[src/rtl/bin_fb_pkg.sv]
`default_nettype none
// +------------------------------------------------------------------+
// | bin_fb_pkg : shared types/constants for the binned frame buffer  |
// | rev 1.0                                                           |
// +------------------------------------------------------------------+
package bin_fb_pkg;

  localparam int BIN_HRES_DEF = 320;
  localparam int BIN_VRES_DEF = 180;
  localparam int FRAME_PIX    = BIN_HRES_DEF * BIN_VRES_DEF;
  localparam int AW           = $clog2(FRAME_PIX);

  typedef enum logic [1:0] {
    BANK_EMPTY   = 2'd0,
    BANK_WRITING = 2'd1,
    BANK_FULL    = 2'd2,
    BANK_READING = 2'd3
  } bank_state_t;

  typedef enum logic [1:0] {
    WR_SYNC  = 2'd0,
    WR_WRITE = 2'd1,
    WR_SKIP  = 2'd2
  } wr_state_t;

  typedef enum logic [1:0] {
    RD_IDLE  = 2'd0,
    RD_READ  = 2'd1,
    RD_DRAIN = 2'd2
  } rd_state_t;

endpackage
`default_nettype wire

[src/rtl/bin_fb_rd_seq.sv]
`default_nettype none
// +------------------------------------------------------------------+
// | bin_fb_rd_seq : streams one granted bank out, one pixel/cycle     |
// | rev 1.0                                                           |
// +------------------------------------------------------------------+
module bin_fb_rd_seq
  import bin_fb_pkg::*;
#(
  parameter int FRAME_N = FRAME_PIX,
  parameter int ADDR_W  = AW
) (
  input  logic            clk_in,
  input  logic            rst_n_in,
  input  logic            grant_i,
  input  logic            grant_bank_i,
  input  logic            rd_data_i,
  output logic            idle_o,
  output logic [ADDR_W:0] rd_addr_o,
  output logic            frame_ack_o,
  output logic            pix_o,
  output logic            pix_valid_o,
  output logic            frame_done_o,
  output logic            release_o,
  output logic            release_bank_o
);

  localparam logic [ADDR_W-1:0] LAST_ADDR = ADDR_W'(FRAME_N - 1);

  rd_state_t         state_q, state_d;
  logic [ADDR_W-1:0] addr_q, addr_d;
  logic              bank_q, bank_d;
  logic              ack_q, ack_d;
  logic              drain_q, drain_d;
  logic              done_q, done_d;
  logic [1:0]        vld_q;

  always_comb begin
    state_d = state_q;
    addr_d  = addr_q;
    bank_d  = bank_q;
    ack_d   = 1'b0;
    drain_d = drain_q;
    done_d  = 1'b0;
    unique case (state_q)
      RD_IDLE: begin
        if (grant_i) begin
          state_d = RD_READ;
          addr_d  = '0;
          bank_d  = grant_bank_i;
          ack_d   = 1'b1;
        end
      end
      RD_READ: begin
        if (addr_q == LAST_ADDR) begin
          state_d = RD_DRAIN;
          drain_d = 1'b0;
        end else begin
          addr_d = addr_q + 1'b1;
        end
      end
      RD_DRAIN: begin
        // two cycles lets the last BRAM word emerge before the bank is freed
        if (drain_q) begin
          state_d = RD_IDLE;
          done_d  = 1'b1;
        end else begin
          drain_d = 1'b1;
        end
      end
      default: state_d = RD_IDLE;
    endcase
  end

  always_ff @(posedge clk_in or negedge rst_n_in) begin
    if (!rst_n_in) begin
      state_q <= RD_IDLE;
      addr_q  <= '0;
      bank_q  <= 1'b0;
      ack_q   <= 1'b0;
      drain_q <= 1'b0;
      done_q  <= 1'b0;
      vld_q   <= 2'b00;
    end else begin
      state_q <= state_d;
      addr_q  <= addr_d;
      bank_q  <= bank_d;
      ack_q   <= ack_d;
      drain_q <= drain_d;
      done_q  <= done_d;
      vld_q   <= {vld_q[0], (state_q == RD_READ)};
    end
  end

  assign idle_o         = (state_q == RD_IDLE);
  assign rd_addr_o      = {bank_q, addr_q};
  assign frame_ack_o    = ack_q;
  assign pix_valid_o    = vld_q[1];
  assign pix_o          = vld_q[1] & rd_data_i;
  assign frame_done_o   = done_q;
  assign release_o      = done_q;
  assign release_bank_o = bank_q;

endmodule
`default_nettype wire

[src/rtl/bin_frame_pingpong_ctrl.sv]
`default_nettype none
// +------------------------------------------------------------------+
// | bin_frame_pingpong_ctrl : two-bank frame store write/grant control|
// | rev 1.0                                                           |
// +------------------------------------------------------------------+
module bin_frame_pingpong_ctrl
  import bin_fb_pkg::*;
#(
  parameter  int BIN_HRES = 320,
  parameter  int BIN_VRES = 180,
  localparam int FRAME_N  = BIN_HRES * BIN_VRES,
  localparam int ADDR_W   = $clog2(FRAME_N),
  localparam int H_W      = $clog2(BIN_HRES),
  localparam int V_W      = $clog2(BIN_VRES)
) (
  input  logic            clk_in,
  input  logic            rst_n_in,
  input  logic            bin_valid_in,
  input  logic [H_W-1:0]  bin_hcount_in,
  input  logic [V_W-1:0]  bin_vcount_in,
  input  logic            bin_pixel_in,
  output logic            wr_en_out,
  output logic [ADDR_W:0] wr_addr_out,
  output logic            wr_data_out,
  input  logic            frame_req_in,
  output logic            frame_ack_out,
  output logic [ADDR_W:0] rd_addr_out,
  input  logic            rd_data_in,
  output logic            pix_out,
  output logic            pix_valid_out,
  output logic            frame_done_out,
  output logic [15:0]     drop_count_out
);

  bank_state_t       st_q [2];
  bank_state_t       st_d [2];
  wr_state_t         wr_state_q, wr_state_d;
  logic              wr_bank_q, wr_bank_d;
  logic              newest_q, newest_d;
  logic [15:0]       drop_q, drop_d;
  logic              wen_d, tgt_bank;
  logic              wr_en_q, wr_data_q;
  logic [ADDR_W:0]   wr_addr_q;
  logic [ADDR_W-1:0] lin_addr;
  logic              beat_ok, beat_origin, beat_last;
  logic              grant, grant_bank, rd_idle, rd_release, rd_release_bank;

  // widened compares keep the range check meaningful for power-of-two sizes
  assign beat_ok     = bin_valid_in
                     && ({1'b0, bin_hcount_in} < (H_W+1)'(BIN_HRES))
                     && ({1'b0, bin_vcount_in} < (V_W+1)'(BIN_VRES));
  assign beat_origin = beat_ok && (bin_hcount_in == '0) && (bin_vcount_in == '0);
  assign beat_last   = beat_ok && (bin_hcount_in == H_W'(BIN_HRES - 1))
                                && (bin_vcount_in == V_W'(BIN_VRES - 1));
  assign lin_addr    = ADDR_W'(bin_vcount_in) * ADDR_W'(BIN_HRES) + ADDR_W'(bin_hcount_in);

  assign grant      = rd_idle && frame_req_in
                    && ((st_q[0] == BANK_FULL) || (st_q[1] == BANK_FULL));
  assign grant_bank = (st_q[newest_q] == BANK_FULL) ? newest_q : ~newest_q;

  always_comb begin
    st_d       = st_q;
    wr_state_d = wr_state_q;
    wr_bank_d  = wr_bank_q;
    newest_d   = newest_q;
    drop_d     = drop_q;
    wen_d      = 1'b0;
    tgt_bank   = wr_bank_q;
    // reader and writer only ever touch banks in disjoint states
    if (rd_release) st_d[rd_release_bank] = BANK_EMPTY;
    if (grant) begin
      st_d[grant_bank] = BANK_READING;
      if (st_q[~grant_bank] == BANK_FULL) st_d[~grant_bank] = BANK_EMPTY;
    end
    unique case (wr_state_q)
      WR_SYNC, WR_SKIP: begin
        if (beat_origin) begin
          if ((st_q[0] == BANK_EMPTY) || (st_q[1] == BANK_EMPTY)) begin
            tgt_bank       = (st_q[0] == BANK_EMPTY) ? 1'b0 : 1'b1;
            wr_bank_d      = tgt_bank;
            st_d[tgt_bank] = BANK_WRITING;
            wen_d          = 1'b1;
            wr_state_d     = WR_WRITE;
          end else begin
            if (drop_q != 16'hFFFF) drop_d = drop_q + 16'd1;
            wr_state_d = WR_SKIP;
          end
        end
      end
      WR_WRITE: begin
        if (beat_ok) begin
          wen_d = 1'b1;
          if (beat_last) begin
            st_d[wr_bank_q] = BANK_FULL;
            newest_d        = wr_bank_q;
            wr_state_d      = (st_q[~wr_bank_q] == BANK_EMPTY) ? WR_SYNC : WR_SKIP;
          end
        end
      end
      default: wr_state_d = WR_SYNC;
    endcase
  end

  always_ff @(posedge clk_in or negedge rst_n_in) begin
    if (!rst_n_in) begin
      st_q[0]    <= BANK_EMPTY;
      st_q[1]    <= BANK_EMPTY;
      wr_state_q <= WR_SYNC;
      wr_bank_q  <= 1'b0;
      newest_q   <= 1'b0;
      drop_q     <= '0;
      wr_en_q    <= 1'b0;
      wr_addr_q  <= '0;
      wr_data_q  <= 1'b0;
    end else begin
      st_q       <= st_d;
      wr_state_q <= wr_state_d;
      wr_bank_q  <= wr_bank_d;
      newest_q   <= newest_d;
      drop_q     <= drop_d;
      wr_en_q    <= wen_d;
      if (wen_d) begin
        wr_addr_q <= {tgt_bank, lin_addr};
        wr_data_q <= bin_pixel_in;
      end
    end
  end

  assign wr_en_out      = wr_en_q;
  assign wr_addr_out    = wr_addr_q;
  assign wr_data_out    = wr_data_q;
  assign drop_count_out = drop_q;

  bin_fb_rd_seq #(
    .FRAME_N (FRAME_N),
    .ADDR_W  (ADDR_W)
  ) u_rd_seq (
    .clk_in         (clk_in),
    .rst_n_in       (rst_n_in),
    .grant_i        (grant),
    .grant_bank_i   (grant_bank),
    .rd_data_i      (rd_data_in),
    .idle_o         (rd_idle),
    .rd_addr_o      (rd_addr_out),
    .frame_ack_o    (frame_ack_out),
    .pix_o          (pix_out),
    .pix_valid_o    (pix_valid_out),
    .frame_done_o   (frame_done_out),
    .release_o      (rd_release),
    .release_bank_o (rd_release_bank)
  );

endmodule
`default_nettype wire

[config.mk]
export PLATFORM = sky130hd
export DESIGN_NAME = bin_frame_pingpong_ctrl
export DESIGN_NICKNAME = d
export VERILOG_FILES = /design/src/rtl/bin_fb_pkg.sv /design/src/rtl/bin_fb_rd_seq.sv /design/src/rtl/bin_frame_pingpong_ctrl.sv
export SDC_FILE = /design/constraint.sdc
export NUM_CORES = 1
export LEC_CHECK = 0
export CELL_PAD_IN_SITES_DETAIL_PLACEMENT = 1
export CELL_PAD_IN_SITES_GLOBAL_PLACEMENT = 1
export CORE_MARGIN = 2
export CORE_UTILIZATION = 39
export CTS_CLUSTER_DIAMETER = 30
export CTS_CLUSTER_SIZE = 10
export DETAILED_ROUTE_END_ITERATION = 7
export GPL_TIMING_DRIVEN = 0
export PLACE_DENSITY_LB_ADDON = 0.3
export SYNTH_ARGS = -nofsm -noshare
export SYNTH_HDL_FRONTEND = slang
export SYNTH_SLANG_ARGS = --single-unit
export TNS_END_PERCENT = 1
[constraint.sdc]
create_clock -name clk_in -period 2.3 [get_ports clk_in]
set_input_delay 0.69 -clock clk_in [delete_from_list [all_inputs] [get_ports clk_in]]
set_output_delay 0.69 -clock clk_in [all_outputs]
set_load 0.02 [all_outputs]
==> impl_metrics.py <==
metrics = {
    "setup_path": {
        "slowest_stage": "sky130_fd_sc_hd__fa_2",
        "largest_incremental_delay_on_the_critical_path_ps": 370,
        "crit_chain": "buf_12 -> ha_4 -> ha_4 -> fa_2 -> a211oi_4 -> nor2_1 -> xor2_1 -> nand3_1 -> xor2_1 -> a21oi_1",
        "crit_path_end_kind": "register",
        "cp-startpoint": "bin_vcount_in[3]",
        "worst_ep_arrival_time_ps": 2700,
        "required_ps": 2530,
        "worst_setup_path_start_kind": "input pin",
        "cp_max_fo": 4,
        "critical_path_class": "in -> reg",
        "critical_path.reg2reg.startpoint": "u_rd_seq.addr_q[6]$_DFFE_PN0P_",
    },
    "timing": {
        "finalMaxSlewViolations": 0,
        "fin_crit_sh_pct": 107,
        "timing.max_slew.rel_slack_pct": 42.0,
        "clock.fmax_ghz": 0.405,
        "fin_worst_skew_ps": 9.54,
        "fin_tns_setup_ps": -388,
        "rsz_0062_raised_after_global_routing": "yes",
        "max_slew.worst_pin.slew_ps": 870,
        "finalWorstSetupSlack_ps": -170,
        "final-hold-violation-count": 0,
        "final_period_minus_worst_setup_slack_ps": 2470,
        "final-setup-viol-count": 3,
        "finalHoldWorstSlack_ps": 357,
    },
    "logic_synthesis": {
        "yosys-mux-area-fraction_pct": 3.74,
        "simple_gate_area_share_of_the_yosys_netlist_pct": 19.9,
        "netlist_top_cells_area": "sky130_fd_sc_hd__dfrtp_1 47%, sky130_fd_sc_hd__ha_1 5.9%, sky130_fd_sc_hd__xor2_1 5.6%",
        "post_synth_num_cell_types": 54,
        "post_synthesis_sequential_area_ratio_pct": 46.8,
        "async_reset_ff_share_pct": 100,
        "mappedNetlistNets": 389,
        "synth_warnings": 0,
        "post_synthesis_instance_area_mm2": 0.00358,
        "synth_xor_area_share_pct": 9.54,
        "synthesized_area_fraction_occupied_by_ao_oa_aoi_and_oai_cells_pct": 10.3,
        "synth_cells": 347,
        "synth_top_family_by_area": "simple AND/OR/NAND/NOR gates",
        "synth_top_area_share_pct": 46.8,
        "synth.ff_latch_count": 67,
        "synth.largest_area_cell": "sky130_fd_sc_hd__dfrtp_1",
        "synth_fa_ha_area_share_pct": 7.06,
        "synth_edf_count": 0,
        "ys_dominant_reg_cell": "sky130_fd_sc_hd__dfrtp_1",
        "post_synth.cell_area_avg_um2": 10.3,
    },
    "power_and_ir_drop": {
        "power_switching_mw": 0.682,
        "total_leakage_power_nw": 2.18,
        "share_comb_of_total_power_pct": 13.3,
        "worst_ir_drop_vdd_uv": 287,
        "internal_power_mw": 1.83,
        "switching_share_pct": 27.1,
        "total_power_mw": 2.51,
        "power.clock.fraction_pct": 39.9,
        "power_frac_seq_pct": 46.9,
        "cellPowerDensity_mw_per_mm2": 510,
    },
    "route": {
        "detail_route.wirelength_um": 9600,
        "route.detailed.drc": 0,
        "drt-initial-drc-count": 78,
        "final_antenna_violating_net_count": 0,
        "dr_total_vias": 2960,
        "first_pass_iters": 4,
        "route.detailed.wl_per_inst_um": 17.1,
        "viasPerCell": 5.29,
    },
    "floorplanning": {
        "start_util_pct": 40.7,
        "core.rowCount": 34,
        "fp.dieArea_mm2": 0.00997,
        "floorplan.die.height_um": 99.8,
        "fp.coreArea_mm2": 0.00881,
        "dieWidth_um": 99.8,
        "floorplan.io_pins": 79,
    },
    "clock_network": {
        "cts_hold_buf": 0,
        "max-clock-path-buffers": 2,
        "clock_tree.root_cell": "sky130_fd_sc_hd__clkbuf_8",
        "numCtsBuffers": 9,
        "h-tree-depth": 3,
        "numClockSinks": 67,
        "clk_pin_slew_worst_paths_ps": 80,
        "tritoncts": "yes",
        "worstSkewPairLatency_ps": 360,
    },
    "global_routing": {
        "antenna_found_initial": 0,
        "grt.overflow.total": 0,
        "grt_pass1_vias": 3262,
        "grt_pass1_wl_um": 15800,
        "grt_use_total_pct": 19.8,
        "grt_start_max_net_pins": 68,
    },
    "cells_and_area": {
        "regArea_mm2": 0.00168,
        "area_growth_from_synthesis_to_layout_pct": 37.7,
        "num_antenna_cells": 0,
        "final_layout_size_suffix_gt1_share_pct": 18.1,
        "finalInstanceArea_mm2": 0.00493,
        "fin_cells": 560,
        "filler_cell_count": 967,
        "final_core_util_pct": 56.0,
        "commonest_non_fill_non_tap_cell_in_the_layout": "sky130_fd_sc_hd__dfrtp_1",
        "multiInputGateArea_mm2": 0.00200,
        "layout_common_cells": "67 x sky130_fd_sc_hd__dfrtp_1, 59 x sky130_fd_sc_hd__clkdlybuf4s50_1, 44 x sky130_fd_sc_hd__nor2_1",
        "design.final.nets": 489,
    },
    "placement": {
        "place.gp.congestion": 0.781,
        "detailed_place_hpwl_um": 6630,
        "dpl.cell_count": 533,
        "port_buffers": 78,
        "place_worst_setup_slack_ps": -1010,
        "placedInstanceArea_mm2": 0.00456,
    },
    "status": {
        "status": "finished, violations left",
        "violations_in_the_final_reports": "negative setup slack",
    },
    "run": {
        "drv_cap": 0,
    },
    "hold_path": {
        "hold_path.startpoint": "u_rd_seq.vld_q[0]$_DFF_PN0_",
        "min_path_type": "reg -> reg",
    },
}
power groups by stage:
stage / registers, mW / clock network (mW) / logic [mW]
global placement: 1.20 / 0 / 0.272
finish: 1.18 / 1.00 / 0.334
detailed placement: 1.20 / 0 / 0.279
floorplan: 1.20 / 0 / 0.159
global route: 1.18 / 1.08 / 0.366
CTS: 1.18 / 1.02 / 0.293
final timing paths:
check	endpoint	slack, ps	cells past startpoint
worst min-delay path	u_rd_seq.vld_q[1]$_DFF_PN0_	360	0
worst max register to register	u_rd_seq.addr_q[7]$_DFFE_PN0P_	90	6
min in group asynchronous	wr_addr_out[1]$_DFFE_PN0P_	420	1
max in group asynchronous	drop_count_out[7]$_DFFE_PN0P_	1290	1
worst min register to register	u_rd_seq.vld_q[1]$_DFF_PN0_	360	0
worst max-delay path	wr_addr_out[14]$_DFFE_PN0P_	-170	10
cell families (layout without fill, tap and decap cells):
family                     after synthesis  in the layout
muxes                                   12             12
and+or+nand+nor                        136            136
xor gates and xnor gates                39             39
adders and majority gates               19             19
AOI/OAI and AO/OA                       53             53
buffers and inverters                   21            126
DFF                                     67             67
cell usage after synthesis, types with 3 or more instances:
cell type                  number
sky130_fd_sc_hd__nand4_1       11
sky130_fd_sc_hd__xor2_1        23
sky130_fd_sc_hd__nor4_1         7
sky130_fd_sc_hd__xnor2_1       16
sky130_fd_sc_hd__and3_1         4
sky130_fd_sc_hd__o21ai_0       11
sky130_fd_sc_hd__nand2b_1       3
sky130_fd_sc_hd__a21oi_1       18
sky130_fd_sc_hd__nor2_1        44
sky130_fd_sc_hd__mux2_2        11
sky130_fd_sc_hd__nand2_1       21
sky130_fd_sc_hd__a21o_1         4
sky130_fd_sc_hd__inv_1         15
sky130_fd_sc_hd__nor2b_1        5
sky130_fd_sc_hd__nand3_1       13
sky130_fd_sc_hd__nor3_1        10
sky130_fd_sc_hd__ha_1          17
sky130_fd_sc_hd__dfrtp_1       67
area by class of cell:
type	instances	share of cell area, %
Timing Repair Buffer	89	16.7
Buffer	6	0.913
Sequential cell	67	34.0
Multi-Input combinational cell	259	40.6
Clock inverter	7	1.37
Inverter	15	1.14
Tap cell	108	2.74
Clock buffer	9	2.51
sequential cells by signal, indices dropped and copies added, names as in the netlist, 2 cells and up:
name and count:
wr_addr_out 17, drop_count_out 16, u_rd_seq.addr_q 16, st_q 4, u_rd_seq.state_q 2, u_rd_seq.vld_q 2
wr_state_q 2
worst max-delay path: cells and delay by family:
family          cells  cell delay [ps]
compound gates      2              360
xor+xnor            2              520
fa+ha+maj           3              770
buf+inv             1              110
simple gates        2              240
metal layers:
layer / up-vias / share of wire, % / global-route usage [%]
li1: 1428 / - / -
met1: 1472 / 44 / 25.0
met2: 48 / 52 / 34.1
met3: 12 / 3.2 / 4.46
met4: 0 / 1.5 / 6.11
met5: - / 0 / 0
repair_timing:
action | CTS | global route
pin swaps | 7 | 21
resized for setup | 39 | 43
setup endpoints to repair | 47 | 32
buffers inserted | 6 | 5
No activity file was read; power rests on OpenSTA's default activity.
